File: config.mk
export PLATFORM = sky130hd
export DESIGN_NAME = cpu_run_ctrl
export DESIGN_NICKNAME = d
export VERILOG_FILES = /design/src/rtl/cpu_run_ctrl.sv
export SDC_FILE = /design/constraint.sdc
export NUM_CORES = 1
export LEC_CHECK = 0
export CAP_MARGIN = 10
export CORE_MARGIN = 2
export CORE_UTILIZATION = 50
export CTS_BUF_LIST = sky130_fd_sc_hd__clkbuf_4 sky130_fd_sc_hd__clkbuf_8
export CTS_CLUSTER_SIZE = 20
export DETAILED_ROUTE_END_ITERATION = 8
export PLACE_DENSITY = 0.81
export SLEW_MARGIN = 20
export SYNTH_ARGS = -nofsm -noshare
export SYNTH_HDL_FRONTEND = slang
export SYNTH_SLANG_ARGS = --single-unit
File: constraint.sdc
create_clock -name clk_in -period 4.9 [get_ports clk_in]
set_input_delay 0.98 -clock clk_in [delete_from_list [all_inputs] [get_ports clk_in]]
set_output_delay 0.98 -clock clk_in [all_outputs]
set_load 0.005 [all_outputs]
File: src/rtl/cpu_run_ctrl.sv
// Run/step/breakpoint sequencer producing a one-cycle CPU clock enable; state outputs are registered,
// cpu_ce is combinational from state, and cpu_stall holds it low. Optional step counter via STEP_COUNT_EN.
module cpu_run_ctrl #(
    parameter int DIV_W = 20,
    parameter int DB_W  = 16
) (
    input  logic        clk_in,
    input  logic        reset,
    input  logic        run_sw,
    input  logic        step_btn,
    input  logic        cpu_stall,
    input  logic        bp_en,
    input  logic [31:0] bp_addr,
    input  logic [31:0] cpu_pc,
    output logic        cpu_ce,
    output logic        halted,
    output logic [1:0]  state_o,
    output logic [31:0] step_cnt
);

    typedef enum logic [1:0] {
        IDLE = 2'b00,
        RUN  = 2'b01,
        STEP = 2'b10,
        BRK  = 2'b11
    } state_t;

    localparam logic [DB_W-1:0] DB_MAX = '1;

    state_t            state_q, state_d;
    logic [1:0]        sync1, sync2, sync_d, db;
    logic [1:0][DB_W-1:0] db_cnt;
    logic              step_db_d;
    logic [DIV_W-1:0]  div_cnt;
    logic              bp_chk;
    logic              run_db, step_req, tick;

    // Bit 0 is run_sw, bit 1 is step_btn; each debounce counter restarts on any synced edge
    always_ff @(posedge clk_in or posedge reset) begin
        if (reset) begin
            sync1     <= '0;
            sync2     <= '0;
            sync_d    <= '0;
            db        <= '0;
            db_cnt    <= '0;
            step_db_d <= 1'b0;
        end else begin
            sync1     <= {step_btn, run_sw};
            sync2     <= sync1;
            sync_d    <= sync2;
            step_db_d <= db[1];
            for (int i = 0; i < 2; i++) begin
                if (sync2[i] != sync_d[i])
                    db_cnt[i] <= '0;
                else if (db_cnt[i] == DB_MAX)
                    db[i] <= sync2[i];
                else
                    db_cnt[i] <= db_cnt[i] + DB_W'(1);
            end
        end
    end

    assign run_db   = db[0];
    assign step_req = db[1] & ~step_db_d;
    assign tick     = &div_cnt;

    always_ff @(posedge clk_in or posedge reset) begin
        if (reset) begin
            state_q <= IDLE;
            div_cnt <= '0;
            bp_chk  <= 1'b0;
        end else begin
            state_q <= state_d;
            div_cnt <= div_cnt + DIV_W'(1);
            bp_chk  <= (state_q == RUN) && cpu_ce;
        end
    end

    // bp_chk lags a RUN pulse by one cycle so the compare sees the advanced PC
    always_comb begin
        state_d = state_q;
        cpu_ce  = 1'b0;
        case (state_q)
            IDLE: begin
                if (run_db)
                    state_d = RUN;
                else if (step_req)
                    state_d = STEP;
            end
            RUN: begin
                cpu_ce = tick & ~cpu_stall;
                if (!run_db)
                    state_d = IDLE;
                else if (bp_chk && bp_en && (cpu_pc == bp_addr))
                    state_d = BRK;
            end
            STEP: begin
                cpu_ce = ~cpu_stall;
                if (cpu_ce)
                    state_d = IDLE;
            end
            BRK: begin
                if (!run_db)
                    state_d = IDLE;
                else if (step_req)
                    state_d = STEP;
            end
            default: state_d = IDLE;
        endcase
    end

    assign halted  = (state_q == BRK);
    assign state_o = state_q;

`ifdef STEP_COUNT_EN
    logic [31:0] step_cnt_q;

    always_ff @(posedge clk_in or posedge reset) begin
        if (reset)
            step_cnt_q <= '0;
        else if (cpu_ce)
            step_cnt_q <= step_cnt_q + 32'd1;
    end

    assign step_cnt = step_cnt_q;
`else
    assign step_cnt = 32'h0;
`endif

endmodule

# Yosys cells after proc, flatten, opt, wreduce, memory -nomap -nowiden
# Cells that the tools add are included.
dict set report totals {
  wordCells 52
  regBits 64
  input_bits 70
}
dict set report classes {
  bitwise_logic 6
  eq_ne 12
  mux 12
  addsub 3
  reduce_logical 8
}
# operator n
set op_table {}
lappend op_table {{$mux W16} 4}
lappend op_table {{$add A16 B1 Y16 const B} 2}
lappend op_table {{$eq A16 B16 Y1 const B} 2}
lappend op_table {{$eq A32 B32 Y1} 1}
lappend op_table {{$add A20 B1 Y20 const B} 1}
lappend op_table {{$reduce_and A20 Y1} 1}
lappend op_table {{$mux W2} 6}
lappend op_table {{$pmux W2 S4} 1}
lappend op_table {{$ne A2 B2 Y1 const B} 3}
lappend op_table {{$reduce_and A2 Y1} 3}
lappend op_table {{$eq A2 B2 Y1 const B} 2}
lappend op_table {{$not A1 Y1} 4}
lappend op_table {{$logic_and A1 B1 Y1} 3}
lappend op_table {{$ne A3 B2 Y1 const B} 1}
lappend op_table {{$and A1 B1 Y1} 2}
lappend op_table {{$eq A2 B1 Y1 const B} 1}
lappend op_table {{$logic_not A2 Y1} 1}
lappend op_table {{$ne A1 B1 Y1} 2}
lappend op_table {{$pmux W1 S2} 1}

# Longest topological paths before layout
# Gate-level depths: netlist of the first run.
dict set report depth {
  depth_word 5
  ltp_mapped 7
  ltp_nobuf 7
}

# Worst setup path before layout of the first run
# OpenSTA, ideal clock, no wires.
dict set report synth_path {
  path_type {flip-flop to output port}
  startpoint {register div_cnt[0]}
  endpoint {output port cpu_ce}
  path_stages_with_launch 7
  arrival_ns 1.522
  required_ns 3.920
  n_path_buf 0
  slack_ns 2.398
  path_cell_list {dfrtp_1 ha_1 nand4_1 nor3_1 nand3_1 nor2_1 a32o_1}
}
dict set report synth_between {
  elab_chain_len 3
}
# item line_no
set synth_rtl {}
lappend synth_rtl {{from (decl)} 34} ;# logic [DIV_W-1:0] div_cnt;
lappend synth_rtl {{from (signal assigned)} 74} ;# div_cnt <= div_cnt + DIV_W'(1);
lappend synth_rtl {{$reduce_and A20 Y1} 65} ;# assign tick = &div_cnt;
lappend synth_rtl {{$and A1 B1 Y1} 91} ;# cpu_ce = tick & ~cpu_stall;
lappend synth_rtl {{$pmux W1 S2} 83} ;# case (state_q)
lappend synth_rtl {{to (decl)} 15} ;# output logic cpu_ce,
# No other way between the ends.

# Worst setup path in the final report of the first run
# Same ends and word-level chain as after synthesis.

==> results.md, run 1 <==
* Input/output buffers at 73
* Final wirelength at 6825 microns
* Effective utilization at floorplan at 51.14%
* Data arrival time of the worst path at 2.60 ns
* Number of library cell types mapped by synthesis at 46
* FMAX at 279.6 MHz
* Category of the critical setup timing path: reg -> out
* Width of the die at 89.91 microns
* Synthesis-to-layout area growth at 26.04%
* Mean area per synthesized cell at 9.892 sq um
* Top flip-flop cell by instance count after synthesis: sky130_fd_sc_hd__dfrtp_1
* Share of the clock period used by the worst path at 73.00%
* Fin. max-slew vios at 0
* TritonCTS buffer count at 9
* Via count at 2798
* Total Routing Usage GR at 18.27%
* Area of the die at 8083 sq um
* Global-route wire length before repair at 12210 microns
* Inserted Diodes at 0
* Clock transition at the register clock pins on the worst setup and hold paths after CTS at 0.07 ns
* Routed len/inst at 12.23 microns
* Fillcell total at 586
* CP Data Required Time at 3.92 ns
* DP Worst Slack at 1.583 ns
* Number of antenna violations at the first check in global routing at 0
* Setup repair after global routing missed its margin: false
* Max transition margin at 42.52%
* Post-synth ARST share at 100.0%
* HPWL Detailed at 5159 microns
* Number of setup buffers added after CTS at 0
* Commonest non-fill, non-tap cell in the layout: sky130_fd_sc_hd__clkdlybuf4s50_1
* DR WL met2 at 3507 microns
* Finish-stage setup viols at 0
* Capturing element type of the critical path: primary output
* Clock tree from TritonCTS: yes
* Max capacitance violation total at 0
* Residual DRC count at 0
* Post-layout min period at 3.577 ns
* Final critical-path setup slack at 1.323 ns
* Detail-routed via count per cell at 5.014
* Routed met1 length at 2829 microns
* Clock latency of the later-clocked register in the worst-skew pair at 0.34 ns
* Pin count of the biggest net entering global routing at 43
* CP max stage cell: sky130_fd_sc_hd__clkdlybuf4s50_1
* Sequential area share after synthesis at 43.40%
* Sequential cell area in the final layout at 1602 sq um
* Global placer's final weighted congestion at 0.8177
* Yosys warning total at 0
* Cell Area, Synth at 3690 sq um
* Largest stage delay, worst path at 0.51 ns
* Count of nets after finishing at 531
* Worst Max-Slew Pin Slew at 0.8610 ns
* Synthesis-stage register bit count at 64
* Buffer type at the clock tree root: sky130_fd_sc_hd__clkbuf_8
* Number of instances in the synthesized netlist at 373
* Maximum resistive drop on vdd at 0.0001795 V
* Cells taking the most area after synthesis: sky130_fd_sc_hd__dfrtp_1, sky130_fd_sc_hd__xnor2_1, sky130_fd_sc_hd__buf_4, sky130_fd_sc_hd__nor2_1, sky130_fd_sc_hd__nand3_1
* Power Total at 0.001188 W
* First-pass iteration count of the detailed router at 4
* Leading area contributor after synthesis: sky130_fd_sc_hd__dfrtp_1
* Floorplan core area at 7214 sq um
* Top fanout value on the critical path at 4
* Number of flops mapped to enable cells by yosys at 0
* Top library cells by usage in the layout, fill and taps aside: sky130_fd_sc_hd__clkdlybuf4s50_1, sky130_fd_sc_hd__dfrtp_1, sky130_fd_sc_hd__xnor2_1, sky130_fd_sc_hd__nor2_1, sky130_fd_sc_hd__conb_1
* ANT nets after route at 0
* Worst hold path type: reg -> reg
* Fraction of final layout cells sized beyond drive strength 1 at 6.754%
* Max clock buf depth at 2
* Iteration-0 DRC Markers at 129
* FP Rows at 31
* Leakage power at 1.905 nW
* Top routing layer used: met4
* Post_cts resized at 0
* I/O pins at 106
* H-tree levels at 3
* Overflow left after global routing at 0
* Number of hold-repair buffers added at the cts stage at 0
* Total Negative Setup Slacks at 0 ns
* Power per Cell Area at 255.5 nW/um^2
* Cell chain of the critical path: ha_1 -> nand4_1 -> nor3_1 -> nand3_1 -> nor2_1 -> a32o_1 -> clkdlybuf4s50_1
* Largest clock skew in the final design at 0.005705 ns
* Worst-case register-to-register setup slack at 2.66 ns
* Met3 wirelength from detailed routing at 361 microns
* Chip height at 89.91 microns
* Top-area cell type share of the netlist area at 43.40%
* Startpoint type of the worst setup path: flip-flop
* Count of final hold-check violations at 0
* Footprint of the multi-input gates at 1908 sq um
* Result of the run: finished clean
* # clock sinks at 64
* Number of global-route vias before repair at 2831
-- Yosys cell counts (all sizes together), types with 7 or more instances --
| cell | n |
|---|---|
| a21oi | 9 |
| and3 | 9 |
| buf | 33 |
| dfrtp | 64 |
| ha | 7 |
| inv | 11 |
| nand2 | 18 |
| nand3 | 25 |
| nand4 | 15 |
| nor2 | 37 |
| nor3 | 15 |
| nor4 | 7 |
| xnor2 | 61 |
| xor2 | 12 |
-- kinds of logic (layout without fill, tap and decap cells) --
family	after synthesis	in the layout	synth area share [%]
AOI/OAI and AO/OA	35	35	6.647
xor gates and xnor gates	73	73	17.53
adders and majority gates	7	7	2.374
buffers and inverters	47	102	8.240
DFF	64	64	43.40
muxes	4	4	1.153
other	1	32	0.1016
and+or+nand+nor	142	142	20.55
-- final timing paths --
kind / from / end / cells after the start
worst min-delay path: sync1[0]$_DFF_PP0_ / sync2[0]$_DFF_PP0_ / 0
max in group asynchronous: reset / div_cnt[14]$_DFF_PP0_ / 3
worst max register to register: db_cnt[0]$_DFFE_PP0N_ / db_cnt[5]$_DFFE_PP0N_ / 7
min in group asynchronous: reset / db_cnt[9]$_DFFE_PP0N_ / 2
worst min register to register: sync1[0]$_DFF_PP0_ / sync2[0]$_DFF_PP0_ / 0
worst max-delay path: div_cnt[0]$_DFF_PP0_ / cpu_ce / 7
-- critical path, delay by kind of cell (launching register included) --
family | cells | cell delay (ns)
AO/OA/AOI/OAI | 1 | 0.15
flip-flops | 1 | 0.40
AND/OR/NAND/NOR | 4 | 0.98
buffers and inverters | 1 | 0.51
adder cells (fa/ha/maj) | 1 | 0.23
-- through the flow --
step	instances	hold slack (ns)	cell area (sq um)	util [%]
finish	558	0.3468	4651	64.46
global route	558	0.3544	4651	64.46
CTS	558	0.3501	4643	64.36
detailed placement	542	0.3393	4413	61.17
global placement	542	0.3363	4413	61.17
floorplan	404	0.3312	3806	-
-- metal layers --
metal  up-vias  track usage (%)
met3        13            5.616
met1      1317            21.26
li1       1390                -
met2        78            31.69
met5         -                0
met4         0            7.051
-- layout make-up --
| cell class | count | share of cell area [%] |
|---|---|---|
| repair buffers | 75 | 16.03 |
| multi-input cells | 293 | 41.03 |
| well taps | 99 | 2.663 |
| clock inverters | 6 | 1.991 |
| flip-flops and latches | 64 | 34.44 |
| clock buffers | 10 | 2.959 |
| inverters | 11 | 0.8878 |
-- sequential cells by signal (all words and copies together), names as in the netlist --
name,cells
bp_chk,1
db,2
db_cnt,32
div_cnt,20
state_o,2
step_db_d,1
sync1,2
sync2,2
sync_d,2
-- where the power goes --
part | internal [W] | switching [W]
combinational | 0.0000775 | 0.0000534
clock | 0.000302 | 0.000206
sequential | 0.000538 | 0.0000112
total | 0.000918 | 0.000271
No activity file was read; power rests on OpenSTA's default activity.
==> inputs of run 2 (changes only) <==
- clock period: 4.9 -> 3.6 ns (I/O delays scaled with it)
==> run 2 against run 1 <==
  * Critical path depth unchanged
  * Register-to-register slack got worse by 1.2 ns
  * Utilization increased by 0.43 points
  * Largest cell class unchanged
==> results.md, run 2 (synthesized netlist as in run 1, its figures left out) <==
* Chip height at 89.91 microns
* Largest stage delay, worst path at 0.51 ns
* Power Total at 0.001698 W
* Count of nets after finishing at 532
* Cell class contributing the biggest share of worst-path delay: simple AND/OR/NAND/NOR gates
* Width of the die at 89.91 microns
* Worst reg2reg endpoint: db_cnt[31]$_DFFE_PP0N_
* Synthesis-to-layout area growth at 26.89%
* Max FFs per register at 32
* Total Negative Setup Slacks at 0 ns
* ANT nets after route at 0
* Hold Worst Slack at 0.3523 ns
* Biggest registers after layout: db_cnt: 32 flops, div_cnt: 20 flops
* Most flops, register: db_cnt
* CP Data Required Time at 2.88 ns
* CP max stage cell: sky130_fd_sc_hd__clkdlybuf4s50_1
* Top library cells by usage in the layout, fill and taps aside: sky130_fd_sc_hd__clkdlybuf4s50_1, sky130_fd_sc_hd__dfrtp_1, sky130_fd_sc_hd__xnor2_1, sky130_fd_sc_hd__nor2_1, sky130_fd_sc_hd__conb_1
* Overflow left after global routing at 0
* Commonest non-fill, non-tap cell in the layout: sky130_fd_sc_hd__clkdlybuf4s50_1
* Global placer's final weighted congestion at 0.8005
* Inserted Diodes at 0
* Share of the clock period used by the worst path at 92.20%
* Fin. max-slew vios at 0
* Finish-stage setup viols at 0
* Clock latency of the later-clocked register in the worst-skew pair at 0.34 ns
* Number of setup buffers added after CTS at 0
* Worst-case register-to-register setup slack at 1.49 ns
* # clock sinks at 64
* Worst hold path type: reg -> reg
* Proportion of power drawn by combinational gates at 10.6%
* Number of antenna violations at the first check in global routing at 0
* Max clock buf depth at 2
* Number of buffer and inverter stages on the critical path at 1
* Power per Cell Area at 362.6 nW/um^2
* Worst setup path end: cpu_ce
* Count of final hold-check violations at 0
* Largest clock skew in the final design at 0.007063 ns
* Count of cell instances traversed by the critical path at 7
* Residual DRC count at 0
* Clock transition at the register clock pins on the worst setup and hold paths after CTS at 0.07 ns
* Post-layout min period at 3.319 ns
* Final wirelength at 7244 microns
* Switching share of power at 21.31%
* Top fanout value on the critical path at 4
* Number of hold-repair buffers added at the cts stage at 0
* Global-route wire length before repair at 12220 microns
* Result of the run: finished clean
* Effective utilization at floorplan at 51.14%
* Data arrival time of the worst path at 2.60 ns
* Fraction of final layout cells sized beyond drive strength 1 at 6.957%
* Worst reg2reg startpoint: sync2[1]$_DFF_PP0_
* Category of the critical setup timing path: reg -> out
* First-pass iteration count of the detailed router at 4
* Number of global-route vias before repair at 2772
* Fraction of power consumed by the clock network at 45.3%
* Area of the die at 8083 sq um
* H-tree levels at 3
* Maximum resistive drop on vdd at 0.0003098 V
* Worst Max-Slew Pin Slew at 0.7680 ns
* Startpoint type of the worst setup path: flip-flop
* Cell chain of the critical path: ha_1 -> nand4_1 -> nor3_1 -> nand3_1 -> nor2_1 -> a32o_1 -> clkdlybuf4s50_1
* Iteration-0 DRC Markers at 66
* Reg2Reg Depth at 5
* Reported net switching power at 0.0003618 W
* Post_cts resized at 0
* Via count at 2825
* TritonCTS buffer count at 9
* Crit path from: div_cnt[0]$_DFF_PP0_
* Floorplan core area at 7214 sq um
* HPWL Detailed at 5469 microns
* Clock tree from TritonCTS: yes
* Part of the power in registers at 44.1%
* FP Rows at 31
* Routed len/inst at 12.96 microns
* Max transition margin at 48.76%
* Max capacitance violation total at 0
* Total Routing Usage GR at 18.42%
* Leakage power at 1.926 nW
* Fillcell total at 600
* Buffer type at the clock tree root: sky130_fd_sc_hd__clkbuf_8
* Input/output buffers at 73
* FMAX at 301.3 MHz
* Detail-routed via count per cell at 5.054
* Capturing element type of the critical path: primary output
* Cell-internal power at 0.001336 W
* I/O pins at 106
* Fin util at 64.90%
* Pin count of the biggest net entering global routing at 27
* Setup repair after global routing missed its margin: false
[run 2: changes by cell type in the layout (fill, tap and decap cells not counted)]
cell and delta:
sky130_fd_sc_hd__clkinv_4 -2, sky130_fd_sc_hd__clkinv_2 +1, sky130_fd_sc_hd__clkinvlp_4 -1, sky130_fd_sc_hd__buf_4 +1
sky130_fd_sc_hd__clkbuf_8 +1, sky130_fd_sc_hd__bufinv_16 +1
[run 2: power by group through the flow]
stage | Clock [W] | Sequential, W | Combinational (W)
CTS | 0.000783 | 0.000747 | 0.000182
global route | 0.000812 | 0.000750 | 0.000200
finish | 0.000770 | 0.000748 | 0.000180
global placement | 0 | 0.000760 | 0.000176
floorplan | 0 | 0.000757 | 0.000109
detailed placement | 0 | 0.000761 | 0.000181
[run 2: worst min-delay path by stage]
stage                        from  cells after the start            endpoint
6_report       sync1[0]$_DFF_PP0_                      0  sync2[0]$_DFF_PP0_
5_1_grt        sync1[0]$_DFF_PP0_                      0  sync2[0]$_DFF_PP0_
4_1_cts        sync1[0]$_DFF_PP0_                      0  sync2[0]$_DFF_PP0_
3_5_place_dp   sync1[0]$_DFF_PP0_                      0  sync2[0]$_DFF_PP0_
3_3_place_gp   sync1[0]$_DFF_PP0_                      0  sync2[0]$_DFF_PP0_
2_1_floorplan  sync1[0]$_DFF_PP0_                      0  sync2[0]$_DFF_PP0_
[run 2: final cells by class]
cell class / count / area [sq um] / area share [%]
flip-flops and latches: 64 / 1602 / 34.21
inverters: 11 / 41.29 / 0.8819
well taps: 99 / 123.9 / 2.646
clock inverters: 5 / 102.6 / 2.191
clock buffers: 11 / 151.4 / 3.234
repair buffers: 76 / 753.2 / 16.09
multi-input cells: 293 / 1908 / 40.75
[run 2: per-layer routing]
layer	vias up	routed length, microns	track usage, %
li1	1396	-	-
met1	1331	3031	21.74
met2	85	3737	32.77
met3	13	385	5.532
met4	0	91	5.000
met5	-	0	0
[run 2: through the flow]
step           area (sq um)  instances  worst slack [ns]
2_1_floorplan          3806        404             1.282
3_3_place_gp           4420        543            0.7317
3_5_place_dp           4420        543            0.6552
4_1_cts                4674        559            0.2789
5_1_grt                4682        559           0.03276
6_report               4682        559            0.2809
